## config.mk

```make
export PLATFORM = sky130hd
export DESIGN_NAME = ppu_arbiter
export DESIGN_NICKNAME = d
export VERILOG_FILES = /design/src/rtl/ppu_pkg.sv /design/src/rtl/rr_arbiter.sv /design/src/rtl/ppu_arbiter.sv
export SDC_FILE = /design/constraint.sdc
export NUM_CORES = 1
export LEC_CHECK = 0
export CORE_AREA = 2 2 226 228
export CTS_CLUSTER_DIAMETER = 200
export DETAILED_ROUTE_END_ITERATION = 7
export DIE_AREA = 0 0 228 230
export SKIP_LAST_GASP = 1
export SYNTH_ARGS = -nofsm -noshare
export SYNTH_HDL_FRONTEND = slang
export SYNTH_SLANG_ARGS = --single-unit
```

## constraint.sdc

```tcl
create_clock -name clk_i -period 3.9 [get_ports clk_i]
set_clock_uncertainty 0.15 [all_clocks]
set_input_delay 0.78 -clock clk_i [delete_from_list [all_inputs] [get_ports clk_i]]
set_output_delay 0.78 -clock clk_i [all_outputs]
set_load 0.01 [all_outputs]
```

## src/rtl/ppu_pkg.sv

```systemverilog
// Shared PPU definitions: opcode encoding and the requester-ID width helper.
package ppu_pkg;

   localparam int OP_BITS = 4;

   typedef enum logic [OP_BITS-1:0] {
      OP_ADD = 4'd0,
      OP_SUB = 4'd1,
      OP_MUL = 4'd2,
      OP_FMA = 4'd3
   } ppu_op_e;

   // Width of a requester tag; never narrower than one bit.
   function automatic int id_bits(input int num_req);
      return (num_req <= 1) ? 1 : $clog2(num_req);
   endfunction

endpackage

```

## src/rtl/rr_arbiter.sv

```systemverilog
// Round-robin arbiter: first valid requester at or above the pointer, with wrap.
module rr_arbiter
   import ppu_pkg::*;
#(
   parameter int NUM_REQ = 4,
   parameter int ID_BITS = id_bits(NUM_REQ)
) (
   input  logic [NUM_REQ-1:0] req,
   input  logic               enable,
   input  logic [ID_BITS-1:0] ptr,
   output logic [NUM_REQ-1:0] grant,
   output logic [ID_BITS-1:0] grant_idx,
   output logic               any_grant
);

   // Scan from the pointer upward and take the first requester found.
   always_comb begin
      int idx;
      // NOTE: every output gets a default before the loop so no path leaves one unassigned (no latch).
      grant     = '0;
      grant_idx = '0;
      any_grant = 1'b0;
      idx       = 0;
      for (int k = 0; k < NUM_REQ; k++) begin
         idx = int'(ptr) + k;
         if (idx >= NUM_REQ) idx = idx - NUM_REQ;
         if (enable && !any_grant && req[idx]) begin
            any_grant  = 1'b1;
            grant[idx] = 1'b1;
            grant_idx  = ID_BITS'(idx);
         end
      end
   end

endmodule

```

## src/rtl/ppu_arbiter.sv

```systemverilog
// Shares one ppu_top between NUM_REQ requesters: round-robin issue, a
// fixed-latency tag pipe, and one-hot steering of results back to their owner.
module ppu_arbiter
   import ppu_pkg::*;
#(
   parameter int NUM_REQ = 4,
   parameter int ID_BITS = id_bits(NUM_REQ),
   parameter int WORD    = 32,
   parameter int OP_BITS = ppu_pkg::OP_BITS,
   parameter int LATENCY = 3
) (
   input  logic                    clk_i,
   input  logic                    rst_i,
   input  logic                    enable_i,
   input  logic [NUM_REQ-1:0]      req_valid_i,
   output logic [NUM_REQ-1:0]      req_ready_o,
   input  logic [NUM_REQ*OP_BITS-1:0] req_op_i,
   input  logic [NUM_REQ*WORD-1:0] req_operand1_i,
   input  logic [NUM_REQ*WORD-1:0] req_operand2_i,
   input  logic [NUM_REQ*WORD-1:0] req_operand3_i,
   output logic                    ppu_in_valid_o,
   output logic [OP_BITS-1:0]      ppu_op_o,
   output logic [WORD-1:0]         ppu_operand1_o,
   output logic [WORD-1:0]         ppu_operand2_o,
   output logic [WORD-1:0]         ppu_operand3_o,
   input  logic [WORD-1:0]         ppu_result_i,
   input  logic                    ppu_out_valid_i,
   output logic [NUM_REQ-1:0]      rsp_valid_o,
   output logic [WORD-1:0]         rsp_result_o,
   output logic                    err_o
);

   typedef struct packed {
      logic               valid;
      logic [ID_BITS-1:0] id;
   } tag_t;

   logic [ID_BITS-1:0] ptr_q;
   logic [NUM_REQ-1:0] grant;
   logic [ID_BITS-1:0] grant_idx;
   logic               any_grant;
   tag_t               pipe_q [LATENCY];
   tag_t               tail;
   logic               err_q;

   // Grants are suppressed while disabled and while reset is held.
   rr_arbiter #(
      .NUM_REQ (NUM_REQ),
      .ID_BITS (ID_BITS)
   ) u_rr (
      .req       (req_valid_i),
      .enable    (enable_i & ~rst_i),
      .ptr       (ptr_q),
      .grant     (grant),
      .grant_idx (grant_idx),
      .any_grant (any_grant)
   );

   assign req_ready_o    = grant;
   assign ppu_in_valid_o = any_grant;
   assign tail           = pipe_q[LATENCY-1];
   assign err_o          = err_q;

   // Route the granted requester's slices to ppu_top; zero when idle.
   always_comb begin
      ppu_op_o       = '0;
      ppu_operand1_o = '0;
      ppu_operand2_o = '0;
      ppu_operand3_o = '0;
      if (any_grant) begin
         ppu_op_o       = req_op_i[int'(grant_idx)*OP_BITS +: OP_BITS];
         ppu_operand1_o = req_operand1_i[int'(grant_idx)*WORD +: WORD];
         ppu_operand2_o = req_operand2_i[int'(grant_idx)*WORD +: WORD];
         ppu_operand3_o = req_operand3_i[int'(grant_idx)*WORD +: WORD];
      end
   end

   // Advance the round-robin pointer past the requester that just issued.
   always_ff @(posedge clk_i or posedge rst_i) begin
      // NOTE: sequential state is written with <= so every register samples pre-edge values.
      if (rst_i) begin
         ptr_q <= '0;
      end else if (any_grant) begin
         ptr_q <= (grant_idx == ID_BITS'(NUM_REQ-1)) ? '0 : grant_idx + ID_BITS'(1);
      end
   end

   // Tag pipe: shifts every cycle so the tail lines up with ppu_top's result.
   always_ff @(posedge clk_i or posedge rst_i) begin
      if (rst_i) begin
         // NOTE: the pipe is tiny and its valid bits must clear, so every stage is reset.
         for (int i = 0; i < LATENCY; i++) pipe_q[i] <= '0;
      end else begin
         pipe_q[0] <= '{valid: any_grant, id: grant_idx};
         for (int i = 1; i < LATENCY; i++) pipe_q[i] <= pipe_q[i-1];
      end
   end

   // Steer a matched result to its originator; mismatches produce no strobe.
   always_comb begin
      rsp_valid_o  = '0;
      rsp_result_o = '0;
      if (!rst_i && tail.valid && ppu_out_valid_i) begin
         rsp_valid_o[tail.id] = 1'b1;
         rsp_result_o         = ppu_result_i;
      end
   end

   // Sticky flag for a lost or spurious ppu_top result.
   always_ff @(posedge clk_i or posedge rst_i) begin
      if (rst_i) begin
         err_q <= 1'b0;
      end else if (tail.valid != ppu_out_valid_i) begin
         err_q <= 1'b1;
      end
   end

endmodule

```

## After elaboration in Yosys (flattened, before gate mapping)

Index checks and enable logic that the tools add are counted.
W data, S select, Z words.

| operators by class | value |
|---|---|
| $add $sub $neg | 8 |
| order comparisons | 14 |
| equal/unequal tests | 2 |
| shifts and indexed selects | 4 |
| muxes and demuxes | 45 |
| bitwise gates (word level) | 5 |
| reduce and logical (&&, ||, !) cells | 18 |

Operator list:

| operator | count |
|---|---|
| $shiftx A128 B8 Y32 | 3 |
| $mux W32 | 8 |
| $ge A32 B1 Y1 const B | 4 |
| $lt A32 B4 Y1 const B | 4 |
| $ge A32 B4 Y1 const B | 3 |
| $sub A32 B4 Y32 const B | 3 |
| $mux W4 | 6 |
| $mux W1 | 17 |
| $shiftx A16 B5 Y4 | 1 |
| $logic_and A1 B1 Y1 | 14 |
| $or A4 B4 Y4 | 3 |
| $demux W1 S2 | 5 |
| $mux W2 | 5 |
| $bmux W1 S2 | 4 |
| $add A2 B2 Y3 const B | 2 |
| $logic_not A1 Y1 | 4 |
| $sub A2 B3 Y4 const B | 1 |
| $add A2 B1 Y3 const B | 1 |
| $ge A2 B3 Y1 const B | 1 |
| $lt A2 B3 Y1 const B | 1 |
| $add A2 B1 Y2 const B | 1 |
| $eq A2 B2 Y1 const B | 1 |
| $ge A2 B1 Y1 const B | 1 |
| $and A1 B1 Y1 | 1 |
| other kinds (2) | 2 |

| storage, ports and cells | value |
|---|---|
| register bits after elaboration | 12 |
| bits of input ports | 440 |
| output and inout bits | 142 |

## Logic depth before layout (Yosys ltp)

| logic depth | value |
|---|---|
| depth after elaboration | 21 |
| depth in mapped cells | 12 |
| depth with buffers taken out | 8 |

## Modules after synthesis

A second synthesis with hierarchy kept.

| second synthesis, totals | value |
|---|---|
| cell total of the unflattened synthesis | 473 |
| area, all modules | 4131.5 sq um |

By module, submodules not included:

| module | instances | cells an instance | area each (sq um) | seq. area each (sq um) |
|---|---|---|---|---|
| ppu_arbiter | 1 | 406 | 3587.2 | 300.3 |
| rr_arbiter | 1 | 67 | 544.3 | 0.0 |

## Least setup slack after synthesis

No wires, ideal clock.

| timing | value |
|---|---|
| kind | register -> output |
| start point | register ptr_q[0] |
| end point | output ppu_operand2_o[10] |
| data arrival time | 2.853 ns |
| setup slack | 0.117 ns |
| cell stages (with the launch flop) | 13 |
| path through | dfrtp_1 > buf_2 > inv_1 > ha_1 > clkbuf_1 > mux4_2 > nor2b_1 > o211ai_2 > nand3_2 > buf_6 > buf_6 > mux2i_1 > o22ai_1 |

| on the way | value |
|---|---|
| longest elaborated chain between the ends | 21 |
| elaborated cells on any way between the ends | 47 |
| classes of those cells | add/sub: 7; order compare: 4; shift: 1; mux: 25; reduce/logical: 10 |

RTL lines:

| item | line | text |
|---|---|---|
| start, declared | ppu_arbiter.sv:38 | `logic [ID_BITS-1:0] ptr_q;` |
| start signal, assigned | ppu_arbiter.sv:84 | `ptr_q <= (grant_idx == ID_BITS'(NUM_REQ-1)) ? '0 : grant_idx + ID_BITS'(1);` |
| branches (longest 20 deep; another with $sub A32 B4 Y32) | n/a |  |
| $mux W32 (*) | ppu_arbiter.sv:70 | `if (any_grant) begin` |
| end, declared | ppu_arbiter.sv:24 | `output logic [WORD-1:0] ppu_operand2_o,` |

Every way passes the cells marked *. The select of a mux whose other input is x is not followed.

## Worst setup path in the final report

| timing | value |
|---|---|
| start point | input req_valid_i[3] |
| end point | output ppu_operand3_o[28] |

| on the way | value |
|---|---|
| longest elaborated chain between the ends | 19 |
| elaborated cells on any way between the ends | 32 |
| classes of those cells | shift: 1; mux: 21; reduce/logical: 10 |

RTL lines:

| item | line | text |
|---|---|---|
| start, declared | ppu_arbiter.sv:15 | `input logic [NUM_REQ-1:0] req_valid_i,` |
| $bmux W1 S2 | rr_arbiter.sv:27 | `if (enable && !any_grant && req[idx]) begin` |
| $mux W1 (not written as such) (2 in a row) | rr_arbiter.sv:27 |  |
| $logic_and A1 B1 Y1 | rr_arbiter.sv:27 |  |
| $mux W1 | rr_arbiter.sv:27 |  |
| $logic_not A1 Y1 | rr_arbiter.sv:27 |  |
| $logic_and A1 B1 Y1 (2 in a row) | rr_arbiter.sv:27 |  |
| $mux W1 | rr_arbiter.sv:27 |  |
| $logic_not A1 Y1 | rr_arbiter.sv:27 |  |
| $logic_and A1 B1 Y1 (2 in a row) | rr_arbiter.sv:27 |  |
| $mux W1 | rr_arbiter.sv:27 |  |
| $logic_not A1 Y1 | rr_arbiter.sv:27 |  |
| $logic_and A1 B1 Y1 (2 in a row) | rr_arbiter.sv:27 |  |
| $mux W2 | rr_arbiter.sv:27 |  |
| $shiftx A128 B8 Y32 | ppu_arbiter.sv:74 | `ppu_operand3_o = req_operand3_i[int'(grant_idx)*WORD +: WORD];` |
| $mux W32 (*) | ppu_arbiter.sv:70 |  |
| end, declared | ppu_arbiter.sv:25 | `output logic [WORD-1:0] ppu_operand3_o,` |

Every way passes the cells marked *; elsewhere a longest branch is shown, timed or not. The select of a mux whose other input is x is not followed.

==> results.yml <==
floorplanning:
  num_rows: 82
  core-area_mm2: 0.0499
  dieArea_mm2: 0.0524
  start_util: 0.0807
  io_pins: 582
  die_h_um: 230
  die_w_um: 228
synthesis:
  yosys.cell_types.count: 45
  synth_common_cells: "mux2i_1, o22ai_1, and2_1"
  synth_cells: 481
  synth-warning-count: 0
  ys_ff_latch: 12
  yosysMostFrequentCell: "mux2i_1"
  syn_area_per_cell_um2: 8.37
  syn_area_mm2: 0.00403
  async_flop_share: 1.00
  synth_fp_nets: 929
  synth.top_cell.area_share: 0.500
  yosys-top-cells-area: "mux2i_1, o22ai_1, dfrtp_1"
  synthFlopType: "dfrtp_1"
  synth_top_area_cell: "mux2i_1"
  synth_edf_count: 0
  ys_seq_area_frac: 0.0746
cts:
  clock_latency_ns: 0.23
  tritoncts: "built"
  root_buffer: "clkbuf_16"
  cts_hold_buf: 0
  clk_transition_reported_paths_ns: 0.04
  clock-sinks: 12
  htreeDepth: 1
  cts_buffers: 3
  clk_path_buf_depth: 2
sta:
  slew_headroom: 0.770
  tns_ns: 0
  min_period_ns: 3.87
  period_share: 0.992
  tightest_slew_ns: 0.342
  grt_setup_unrepaired: "yes"
  setup_viol: 0
  fmax_mhz: 258
  slew_viol_final: 0
  timing_hold_violations_final: 0
worst_setup_path:
  end_kind: "output pin"
  crit_required_ns: 2.97
  start_kind: "primary input"
  cp_data_arrival_time_ns: 2.94
  crit_path_max_fanout: 6
  r2r_slack_ns: 1.27
  crit_type: "in -> out"
drt:
  routed-wl-met3_um: 2760
  dr.first_iter.drc_count: 299
  via_count: 6975
  wire_per_inst_um: 20.6
  drc: 0
  wl_met1_um: 14600
  drt-total-wl_um: 37500
  vias_per_cell: 3.84
  drt_pass1_iterations: 5
  ant_nets: 0
  routed-wl-met2_um: 18800
  top_layer: "met5"
final_layout:
  nFillCells: 5483
  final_nets: 1591
  drive_above_1_share: 0.227
  syn_to_final_growth_pct: 201
power:
  leakage_nw: 5.17
  p_clk_frac: 0.042
  p_switching_mw: 1.99
  sw_frac_of_total: 0.416
  p_comb_frac: 0.923
  p_total_mw: 4.78
  power_density_mw_per_mm2: 395
  internal-power_mw: 2.79
  power_frac_seq: 0.035
  ir_worst_vdd_mv: 0.203
outcome:
  status: "finished clean"
place:
  numPortBuffers: 581
  routabilityCongestion: 0.951
  place_hpwl_um: 29000
global_route:
  grt_max_degree: 46
  antenna_found_initial: 13
  track_usage: 0.132
  grt_pass1_wl_um: 50500
  grt_pass1_vias: 7297
  grt-ovfl-total: 0
job:
  drv_cap: 0
min_path:
  hold_path.class: "reg -> reg"
## final cells by class
class                   instances  area [µm²]  share of cell area
multi-input cells             409        3730               0.309
well taps                     672         841              0.0695
clock buffers                   4        88.8             0.00734
flip-flops and latches         12         300              0.0248
diodes                          4        10.0            0.000827
repair buffers                709        7080               0.585
inverters                       8        42.5             0.00352
## cells in the final DEF, fill, tap and decap left out, types with 5 or more instances in the layout
cell,instances
o22ai_1,97
nand2_1,6
mux2i_1,178
buf_6,15
buf_4,75
ha_1,7
inv_1,7
a22oi_1,8
clkbuf_2,17
mux2i_2,11
mux2i_4,12
dfrtp_1,12
clkbuf_16,9
and2_1,32
clkdlybuf4s15_1,23
buf_12,21
buf_2,57
nor2_1,8
buf_16,6
clkdlybuf4s50_1,472
buf_8,5
## power by group through the flow
stage          clock [mW]  sequential, mW  combinational, mW
6_report            0.202           0.167               4.41
5_1_grt             0.211           0.170               4.67
4_1_cts             0.207           0.167               4.40
3_5_place_dp            0           0.169               3.66
3_3_place_gp            0           0.168               3.65
2_1_floorplan           0           0.181               1.76
## layer usage
metal  track usage  up-vias
met4        0.0443        4
met3        0.0299       68
met5             0        -
met2         0.239      456
met1         0.153     3239
li1              -     3208
## metrics by stage
stage	setup slack (ns)	hold WS, ns	instance area (µm²)	util	instances
5_1_grt	-0.101	0.196	12100	0.243	1817
3_5_place_dp	-1.04	0.185	11200	0.224	1762
3_3_place_gp	-1.08	0.184	11200	0.224	1762
2_1_floorplan	0.117	0.181	4030	-	481
4_1_cts	-0.00641	0.195	11900	0.238	1804
6_report	0.0301	0.193	12100	0.243	1818
## registers in the layout (all words and copies together), names as in the netlist
| register | count |
|---|---|
| pipe_q | 9 |
| ptr_q | 2 |
| err_o | 1 |
## timing repair
action,4_1_cts,5_1_grt
setup endpoints to repair,105,127
buffers inserted,28,8
gates cloned,11,7
resized for setup,362,88
pin swaps,13,15
## logic make-up after synthesis
| family | Yosys count | synth area share |
|---|---|---|
| multiplexers | 205 | 0.517 |
| AO/OA/AOI/OAI | 127 | 0.206 |
| AND/OR/NAND/NOR | 68 | 0.0982 |
| buffers and inverters | 60 | 0.0771 |
| flip-flops | 12 | 0.0746 |
| adder cells (fa/ha/maj) | 8 | 0.0249 |
| XOR/XNOR | 1 | 0.00218 |
## worst max-delay path, stage by stage
cell	delay, ns
buf_6	0.10
mux4_2	0.49
or3b_4	0.40
o211ai_4	0.12
nand3_4	0.13
buf_12	0.17
buf_12	0.15
clkbuf_16	0.16
mux2i_1	0.12
o22ai_1	0.17
buf_2	0.16
## path summary, 6_finish.rpt
path / from / to / cells past startpoint
worst max-delay path: req_valid_i[3] / ppu_operand3_o[28] / 11
worst min-delay path: pipe_q[3]$_DFF_PP0_ / pipe_q[0]$_DFF_PP0_ / 0
worst max register to register: ptr_q[1]$_DFFE_PP0P_ / ptr_q[1]$_DFFE_PP0P_ / 12
worst min register to register: pipe_q[3]$_DFF_PP0_ / pipe_q[0]$_DFF_PP0_ / 0
max in group asynchronous: rst_i / ptr_q[0]$_DFFE_PP0P_ / 3
min in group asynchronous: rst_i / pipe_q[3]$_DFF_PP0_ / 3
Power figures use the tool's default switching activity.
